==> src/rtl/pico_csr_pkg.sv <==
// rtl/pico_csr_pkg.sv - shared types and address-map helpers for the CSR bank
package pico_csr_pkg;

  typedef enum logic {
    IDLE = 1'b0,
    ACK  = 1'b1
  } state_t;

  // Word index of the trigger register, placed right after the RO block
  function automatic int trig_idx(input int n_rw, input int n_ro);
    return n_rw + n_ro;
  endfunction

  function automatic int status_idx(input int n_rw, input int n_ro);
    return n_rw + n_ro + 1;
  endfunction

  function automatic int irqen_idx(input int n_rw, input int n_ro);
    return n_rw + n_ro + 2;
  endfunction

  // Replace only the bytes whose strobe is set
  function automatic logic [31:0] byte_merge(input logic [31:0] old_val,
                                             input logic [31:0] wdata,
                                             input logic [3:0]  wstrb);
    logic [31:0] res;
    res = old_val;
    for (int b = 0; b < 4; b++) begin
      if (wstrb[b]) res[8*b +: 8] = wdata[8*b +: 8];
    end
    return res;
  endfunction

endpackage

==> src/rtl/pico_csr_evt.sv <==
// rtl/pico_csr_evt.sv - sticky W1C event status, interrupt enable and registered irq
module pico_csr_evt #(
  parameter int N_EVT = 8
) (
  input  logic             clk,
  input  logic             rst,
  input  logic [N_EVT-1:0] evt_in,
  input  logic [N_EVT-1:0] clr_mask,
  input  logic             irqen_we,
  input  logic [N_EVT-1:0] irqen_wdata,
  output logic [N_EVT-1:0] status,
  output logic [N_EVT-1:0] irq_en,
  output logic             irq
);

  // Status bits: clear first, then set, so a coincident event is never lost
  always_ff @(posedge clk) begin
    if (rst) status <= '0;
    else     status <= (status & ~clr_mask) | evt_in;
  end

  // Interrupt enable mask, written as a whole after byte merging upstream
  always_ff @(posedge clk) begin
    if (rst)           irq_en <= '0;
    else if (irqen_we) irq_en <= irqen_wdata;
  end

  // irq follows the enabled status with one cycle of latency
  always_ff @(posedge clk) begin
    if (rst) irq <= 1'b0;
    else     irq <= |(status & irq_en);
  end

endmodule

==> src/rtl/pico_csr_bank.sv <==
// rtl/pico_csr_bank.sv - PicoRV32 native-bus CSR slave with RW/RO/trigger/event registers
module pico_csr_bank #(
  parameter int          ADDR_W  = 8,
  parameter int          N_RW    = 4,
  parameter int          N_RO    = 1,
  parameter int          N_TRIG  = 8,
  parameter int          N_EVT   = 8,
  parameter logic [31:0] RST_VAL = 32'h0
) (
  input  logic                                clk,
  input  logic                                rst,
  input  logic                                valid,
  output logic                                ready,
  input  logic [3:0]                          wstrb,
  input  logic [ADDR_W-1:0]                   addr,
  input  logic [31:0]                         wdata,
  output logic [31:0]                         rdata,
  output logic [N_RW*32-1:0]                  rw_q,
  input  logic [((N_RO > 0) ? N_RO : 1)*32-1:0] ro_d,
  output logic [N_TRIG-1:0]                   trig_pulse,
  input  logic [N_EVT-1:0]                    evt_in,
  output logic                                irq
);
  import pico_csr_pkg::*;

  localparam logic [31:0] TRIG_K   = 32'(trig_idx(N_RW, N_RO));
  localparam logic [31:0] STATUS_K = 32'(status_idx(N_RW, N_RO));
  localparam logic [31:0] IRQEN_K  = 32'(irqen_idx(N_RW, N_RO));

  state_t           state_q, state_d;
  logic [31:0]      idx_in, idx_q;
  logic [3:0]       wstrb_q;
  logic [31:0]      wdata_q;
  logic [31:0]      rd_val, rd_q;
  logic [31:0]      rw_r [N_RW];
  logic [N_EVT-1:0] status, irq_en;
  logic             commit;
  logic [31:0]      wbits, irqen_merged;
  logic [N_EVT-1:0] clr_mask;
  logic             irqen_we;
  logic             unused_bits;

  assign idx_in       = 32'(addr[ADDR_W-1:2]);
  assign commit       = (state_q == ACK) && (wstrb_q != 4'b0);
  assign wbits        = byte_merge(32'h0, wdata_q, wstrb_q);
  assign irqen_merged = byte_merge(32'(irq_en), wdata_q, wstrb_q);
  assign clr_mask     = (commit && idx_q == STATUS_K) ? wbits[N_EVT-1:0] : '0;
  assign irqen_we     = commit && (idx_q == IRQEN_K);
  assign rdata        = ready ? rd_q : 32'h0;
  assign unused_bits  = ^{addr[1:0], wbits, irqen_merged};

  // FSM state register
  always_ff @(posedge clk) begin
    if (rst) state_q <= IDLE;
    else     state_q <= state_d;
  end

  // Next state and acknowledge: ACK always lasts one cycle and returns to IDLE
  always_comb begin
    state_d = state_q;
    ready   = 1'b0;
    case (state_q)
      IDLE: if (valid) state_d = ACK;
      ACK: begin
        ready   = 1'b1;
        state_d = IDLE;
      end
      default: state_d = IDLE;
    endcase
  end

  // Read mux evaluated in the request cycle so RO sources are sampled there
  always_comb begin
    rd_val = 32'h0;
    for (int k = 0; k < N_RW; k++) begin
      if (idx_in == 32'(k)) rd_val = rw_r[k];
    end
    for (int j = 0; j < N_RO; j++) begin
      if (idx_in == 32'(N_RW + j)) rd_val = ro_d[32*j +: 32];
    end
    if (idx_in == STATUS_K) rd_val = 32'(status);
    if (idx_in == IRQEN_K)  rd_val = 32'(irq_en);
  end

  // Capture the request and its read value on the IDLE->ACK transition
  always_ff @(posedge clk) begin
    if (rst) begin
      idx_q   <= 32'h0;
      wstrb_q <= 4'h0;
      wdata_q <= 32'h0;
      rd_q    <= 32'h0;
    end else if (state_q == IDLE && valid) begin
      idx_q   <= idx_in;
      wstrb_q <= wstrb;
      wdata_q <= wdata;
      rd_q    <= rd_val;
    end
  end

  // RW registers commit on the ACK edge; reset wins and aborts the write
  always_ff @(posedge clk) begin
    for (int k = 0; k < N_RW; k++) begin
      if (rst)                                rw_r[k] <= RST_VAL;
      else if (commit && idx_q == 32'(k))     rw_r[k] <= byte_merge(rw_r[k], wdata_q, wstrb_q);
    end
  end

  // Trigger strobes live for exactly the cycle after the acknowledge
  always_ff @(posedge clk) begin
    if (rst)                             trig_pulse <= '0;
    else if (commit && idx_q == TRIG_K)  trig_pulse <= wbits[N_TRIG-1:0];
    else                                 trig_pulse <= '0;
  end

  for (genvar g = 0; g < N_RW; g++) begin : g_rw_out
    assign rw_q[32*g +: 32] = rw_r[g];
  end

  pico_csr_evt #(.N_EVT(N_EVT)) u_evt (
    .clk         (clk),
    .rst         (rst),
    .evt_in      (evt_in),
    .clr_mask    (clr_mask),
    .irqen_we    (irqen_we),
    .irqen_wdata (irqen_merged[N_EVT-1:0]),
    .status      (status),
    .irq_en      (irq_en),
    .irq         (irq)
  );

endmodule

==> config.mk <==
export PLATFORM = sky130hd
export DESIGN_NAME = pico_csr_bank
export DESIGN_NICKNAME = d
export VERILOG_FILES = /design/src/rtl/pico_csr_pkg.sv /design/src/rtl/pico_csr_evt.sv /design/src/rtl/pico_csr_bank.sv
export SDC_FILE = /design/constraint.sdc
export NUM_CORES = 1
export LEC_CHECK = 0
export CAP_MARGIN = 15
export CORE_MARGIN = 3
export CORE_UTILIZATION = 42
export DETAILED_ROUTE_END_ITERATION = 7
export PLACE_DENSITY = 0.69
export SYNTH_ARGS = -nofsm -noshare
export SYNTH_HDL_FRONTEND = slang
export SYNTH_SLANG_ARGS = --single-unit
==> constraint.sdc <==
create_clock -name clk -period 3.58 [get_ports clk]
set_input_delay 1.074 -clock clk [delete_from_list [all_inputs] [get_ports clk]]
set_output_delay 1.074 -clock clk [all_outputs]
set_load 0.03 [all_outputs]
==> impl_metrics.ini <==
[outcome]
status = finished clean

[yosys]
yosysTopAreaCell = edfxtp_1
postSynthCellCount = 810
syn_avg_cell_area_um2 = 12.1
synthTopCellsByArea = edfxtp_1, dfxtp_1, and2_1, mux4_2, nand2_1
synth_ff_type = edfxtp_1
synth_top_area_share_pct = 39.2
synth_common_cells = and2_1, edfxtp_1, dfxtp_1
yosys_register_bits = 228
ys_seq_area_share_pct = 59.6
synth_edf_count = 128
synthesis.area_um2 = 9800
async_flop_share_pct = 0
yosysUniqueCellTypes = 39
yosys_warnings = 0
synth.most_common_cell = and2_1
synthesis.nets = 897

[routing]
dr.pass1.iters = 5
remaining_drc_errors = 0
vias = 7251
drt_iter0_drc = 449
drt-total-wl_um = 28700
wl_per_cell_um = 20.7
ant_nets = 0
avgViaCountPerCell = 5.23

[final_layout]
multiInputGateArea_um2 = 3730
post-route-util_pct = 59.2
seq_area_um2 = 5850
nets = 1142
drive_gt1_share_pct = 11.0
fillCellCount = 1866
area_growth_syn_to_layout_pct = 37.5
diodes = 0

[grt]
grt_antenna_before_repair = 0
grt-ovfl-total = 0
grt_pass1_vias = 7213
grt_max_degree = 74
grtUsageMet2_pct = 36.5
grt_use_met1_pct = 29.9
grt_use_met3_pct = 3.52
track_usage_pct = 22.0
grt-busiest-layer = met2
grt_pass1_wl_um = 43400

[clock_network]
postCtsSetupBuffers = 0
worstSkewPairLatency_ns = 0.53
cts-buffers-inserted = 24
root_buffer = clkbuf_16
cts_hold_buf = 0
cts_tree = yes
cts_max_level = 1
cts-resized-gates = 0
cts_sinks = 228
clk_pin_slew_ns = 0.06
clockBufferDepth = 3

[sta]
slew_violations = 0
max_slew_margin_pct = 44.9
tightest_slew_ns = 0.826
fmax_mhz = 327
finalSetupViolCount = 0
report.final.hold_viol_count = 0
rsz0062_at_grt = false
fin_crit_ns = 3.05
setup_tns_ns = 0
finalCritPeriodShare_pct = 85.3
clock_skew_ns = 0.0245

[place]
portBuffers = 254
gp_congestion = 0.819
hpwl_um = 20700

[pwr]
pwr-share-comb_pct = 10.4
leakage_nw = 5.06
p_seq_share_pct = 49.4
intPower_mw = 4.52
p_switching_mw = 1.42
p_per_area_nw_per_um2 = 441
ir_drop_v = 0.000315
switching_share_pct = 24.0
clkPwrFrac_pct = 40.2

[worst_hold_path]
min-delay-path-class = register to register

[setup_path]
end_kind = primary output
cp-start-kind = register
worst-setup-path-type = register to primary output
critPathArrivalTime_ns = 1.98
cp.required_ns = 2.51
cp_max_fo = 15

[die]
chipHeight_um = 159
pin_count = 257
core_region_area_um2 = 22800
initial_utilization_pct = 43.0
die-area_um2 = 25200
die_w_um = 159
row_count = 55

[job]
drv_cap = 0
-- routing by layer --
metal / routed length [um] / vias to the layer above
li1: - / 3422
met1: 12300 / 3513
met2: 13700 / 267
met3: 1780 / 49
met4: 875 / 0
met5: 0 / -
-- final cells by class --
class                           instances  area share, %
Inverter                                1         0.0279
Tap cell                              313           2.91
Clock inverter                         11          0.687
Clock buffer                           33           4.97
Multi-Input combinational cell        519           27.7
Timing Repair Buffer                  281           20.4
Sequential cell                       228           43.4
-- stage by stage --
step | worst slack, ns | cell area [um^2] | cells | hold slack [ns] | power, mW
floorplan | 0.994 | 9800 | 810 | 0.447 | 3.29
global placement | 0.561 | 12700 | 1342 | 0.459 | 3.60
detailed placement | 0.512 | 12700 | 1342 | 0.462 | 3.61
CTS | 0.493 | 13500 | 1386 | 0.481 | 5.99
global route | 0.475 | 13500 | 1386 | 0.487 | 6.13
finish | 0.526 | 13500 | 1386 | 0.479 | 5.94
-- logic make-up (layout without fill, tap and decap cells) --
kind of cell | count (synthesis) | after routing | share of synthesized area [%]
simple gates | 336 | 336 | 19.2
flops | 228 | 228 | 59.6
compound gates | 135 | 135 | 9.29
buf+inv | 63 | 326 | 2.81
mux | 48 | 48 | 9.09
-- path summary, 6_finish.rpt --
check,from,endpoint,slack [ns],cells past startpoint
worst max register to register,idx_q[2]$_SDFFE_PP0P_,rw_r[2][16]$_SDFFCE_PN0P_,1.21,5
worst max-delay path,state_q$_SDFF_PP0_,rdata[12],0.53,3
worst min register to register,rd_q[31]$_SDFFE_PP0P_,rd_q[31]$_SDFFE_PP0P_,0.48,1
worst min-delay path,rd_q[31]$_SDFFE_PP0P_,rd_q[31]$_SDFFE_PP0P_,0.48,1
-- worst max-delay path, cell delays in order (launching register included) --
cell and delay, ns:
dfxtp_1 0.33, buf_4 0.23, and2_1 0.21, clkdlybuf4s50_1 0.69
-- state kept, by name (all words and copies together), names as in the netlist --
register and count:
u_evt.irq 1, rd_q 32, wstrb_q 4, u_evt.status 8, u_evt.irq_en 8, trig_pulse 8
state_q 1, idx_q 6, rw_r 128, wdata_q 32
-- power groups by stage --
stage	combinational (mW)	clock [mW]	sequential (mW)
finish	0.618	2.39	2.93
global route	0.657	2.53	2.95
CTS	0.624	2.43	2.93
detailed placement	0.622	0	2.99
global placement	0.618	0	2.99
floorplan	0.217	0	3.07
-- placed cells by master, fill, tap and decap left out, drive strengths merged, types with 9 or more instances in the layout --
cell type and instances:
mux4 32, a221o 24, nand4 9, nand2 86, nor2 22, a21o 23, dfxtp 100, and3 26
and2 170, a21oi 58, clkinv 10, clkdlybuf4s50 251, nor3b 9, buf 30, clkbuf 33, edfxtp 128
Note: power is estimated with default switching activity, not from simulation.
==> RTL change: new RTL, same settings <==
`N_RW`: 4 -> 8.
--- a/src/rtl/pico_csr_bank.sv
+++ b/src/rtl/pico_csr_bank.sv
@@ -3,3 +3,3 @@
   parameter int          ADDR_W  = 8,
-  parameter int          N_RW    = 4,
+  parameter int          N_RW    = 8,
   parameter int          N_RO    = 1,
Interface: changed (resized rw_q); port bits go from 257 to 385. No check against the original RTL was run, so the function may have changed too.
==> RTL change against the original RTL <==
Total power up 62%; critical endpoint unchanged; routed wire length rose by 110%; area after synthesis rose by 61%; final area is 62% higher; sequential share of layout area increased by 0.90 points; clock skew down 0.0078 ns; global-route usage increased by 7.8 points; first-iteration DRC count grew to 2.9 times the old value; sequential cell count up 128; synthesized cell count increased by 70%; setup slack got worse by 0.34 ns; register-to-register slack got worse by 0.25 ns.
==> RTL change: results (changes against the original RTL) <==
* Post-DP Area at 0.0207 sq mm (+62%)
* Share of cells above drive strength 1 at 9.90% (-1.1 points)
* CTS Buf Count at 38 (+58%)
* Post-synth EDFFs at 256 (+100%)
* Bufs w/o clock at 478 (+70%)
* Top Layer Used: met5
* Yosys cell types at 68 (+74%)
* Filler cells at 3055 (+64%)
* Non-CTS inverters at 2 (+1)
* Met2 usage at 48.9% (+12 points)
* Met3 wire length at 5750 microns (+220%)
* Vias in the first global route at 13.0k (+81%)
* Peak supply drop at 0.000306 V (-2.8%)
* Max FO, Critical Path at 20 (+5)
* Buffering overhead at 21.4% (+0.99 points)
* Worst slew pin tran at 0.994 ns (+0.169 ns)
* Post-Syn Nets at 1462 (+63%)
* H-tree Lvls at 2 (+1)
* Grt met1 use at 39.9% (+10 points)
* Fin area at 0.0219 sq mm (+62%)
* Wl on met1 at 24100 microns (+95%)
* First-pass GRT wire length at 86800 microns (+100%)
* Routed WL per cell at 26.9 microns (+30%)
* P_leak at 8.18 nW (+62%)
* Multi-input combinational area share at 26.0% (-1.7 points)
* Met3 Use GR at 5.81% (+2.3 points)
* Wire length on met2 at 29300 microns (+110%)
* Top cells by count, synth: and2_1, edfxtp_1, nand2_1, dfxtp_1, clkbuf_1
* Comb_multi_in at 903 (+74%)
* Post-Place Cells at 2207 (+64%)
* Gpl congestion at 0.946 (+16%)
* Final Skew at 0.0166 ns (-0.00783 ns)
* Biggest regs: rw_r: 256 flops, rd_q: 32 flops, wdata_q: 32 flops
* Largest net degree at the start of global routing at 60 (-19%)
* Fin nets at 1866 (+63%)
* Clock-cell share at 5.62% (-0.035 points)
* Clock buf count at 48 (+45%)
* Status: complete, no violations
* IO buf count at 382 (+50%)
* Tapcells at 468 (+50%)
* Initial DRC Count at 1303 (+190%)
* Clock distribution power at 3.94 mW (+65%)
* Antenna Cells at 2 (+2)
* Sw Share at 25.2% (+1.2 points)
* Vias/cell at 5.80 (+11%)
* Initial antenna violation count at 4 (+4)
* DP HPWL at 44200 microns (+110%)
* Comb power frac at 10.1% (-0.3 points)
* Storage element area at 0.00969 sq mm (+66%)
* Post-Syn Area per Cell at 11.5 sq um (-5.3%)
* Total Routing Usage GR at 29.8% (+7.8 points)
* Largest cells by area after synthesis: edfxtp_1, dfxtp_1, and2_1, nand2_1, a22oi_1
* #FFs+latches synth at 356 (+56%)
* Register area share after synthesis at 61.5% (+1.8 points)
==> RTL change: changes by cell type after synthesis, moves of 23 or more <==
| cell | change |
|---|---|
| and3_1 | +23 |
| mux4_2 | -31 |
| and2_1 | +132 |
| nand2_1 | +36 |
| nor2_1 | +35 |
| clkbuf_1 | +38 |
| edfxtp_1 | +128 |
| a22oi_1 | +53 |
==> RTL change: logic make-up (layout without fill, tap and decap cells) <==
group	Yosys count	count (layout)	synth area share (%)
simple gates	602	602	21.4
buf+inv	116	549	3.00
flops	356	356	61.5
mux	17	17	1.17
compound gates	283	283	12.9
other cells	0	2	0
xor+xnor	1	1	0.0556
==> RTL change: per-stage QoR <==
stage	power, mW	setup WS, ns	hold slack [ns]
2_1_floorplan	5.21	0.681	0.417
3_3_place_gp	5.77	0.111	0.428
3_5_place_dp	5.78	0.0143	0.439
4_1_cts	9.66	0.00785	0.454
5_1_grt	9.88	0.145	0.473
6_report	9.64	0.190	0.450
==> RTL change: path summary, 6_finish.rpt <==
kind                           startpoint  slack, ns  depth (start not counted)                   endpoint
setup / recovery       state_q$_SDFF_PP0_       0.19                          3                  rdata[12]
hold / removal      rd_q[11]$_SDFFE_PP0P_       0.45                          2      rd_q[11]$_SDFFE_PP0P_
setup reg to reg  wstrb_q[1]$_SDFFE_PP0P_       0.96                          5  rw_r[1][22]$_SDFFCE_PN0P_
hold reg to reg     rd_q[11]$_SDFFE_PP0P_       0.45                          2      rd_q[11]$_SDFFE_PP0P_
==> RTL change: worst reg2reg max path, stage by stage, from the launching register on <==
cell and delay, ns:
dfxtp_1 0.66, o41a_1 0.28, nand4b_1 0.29, nor3_2 0.40
buf_12 0.24, a21o_1 0.41
==> RTL change: repair_timing <==
action,in CTS,in global routing
hold buffers,0,0
setup endpoints to repair,0,3
buffers inserted,0,0
resized for setup,0,1
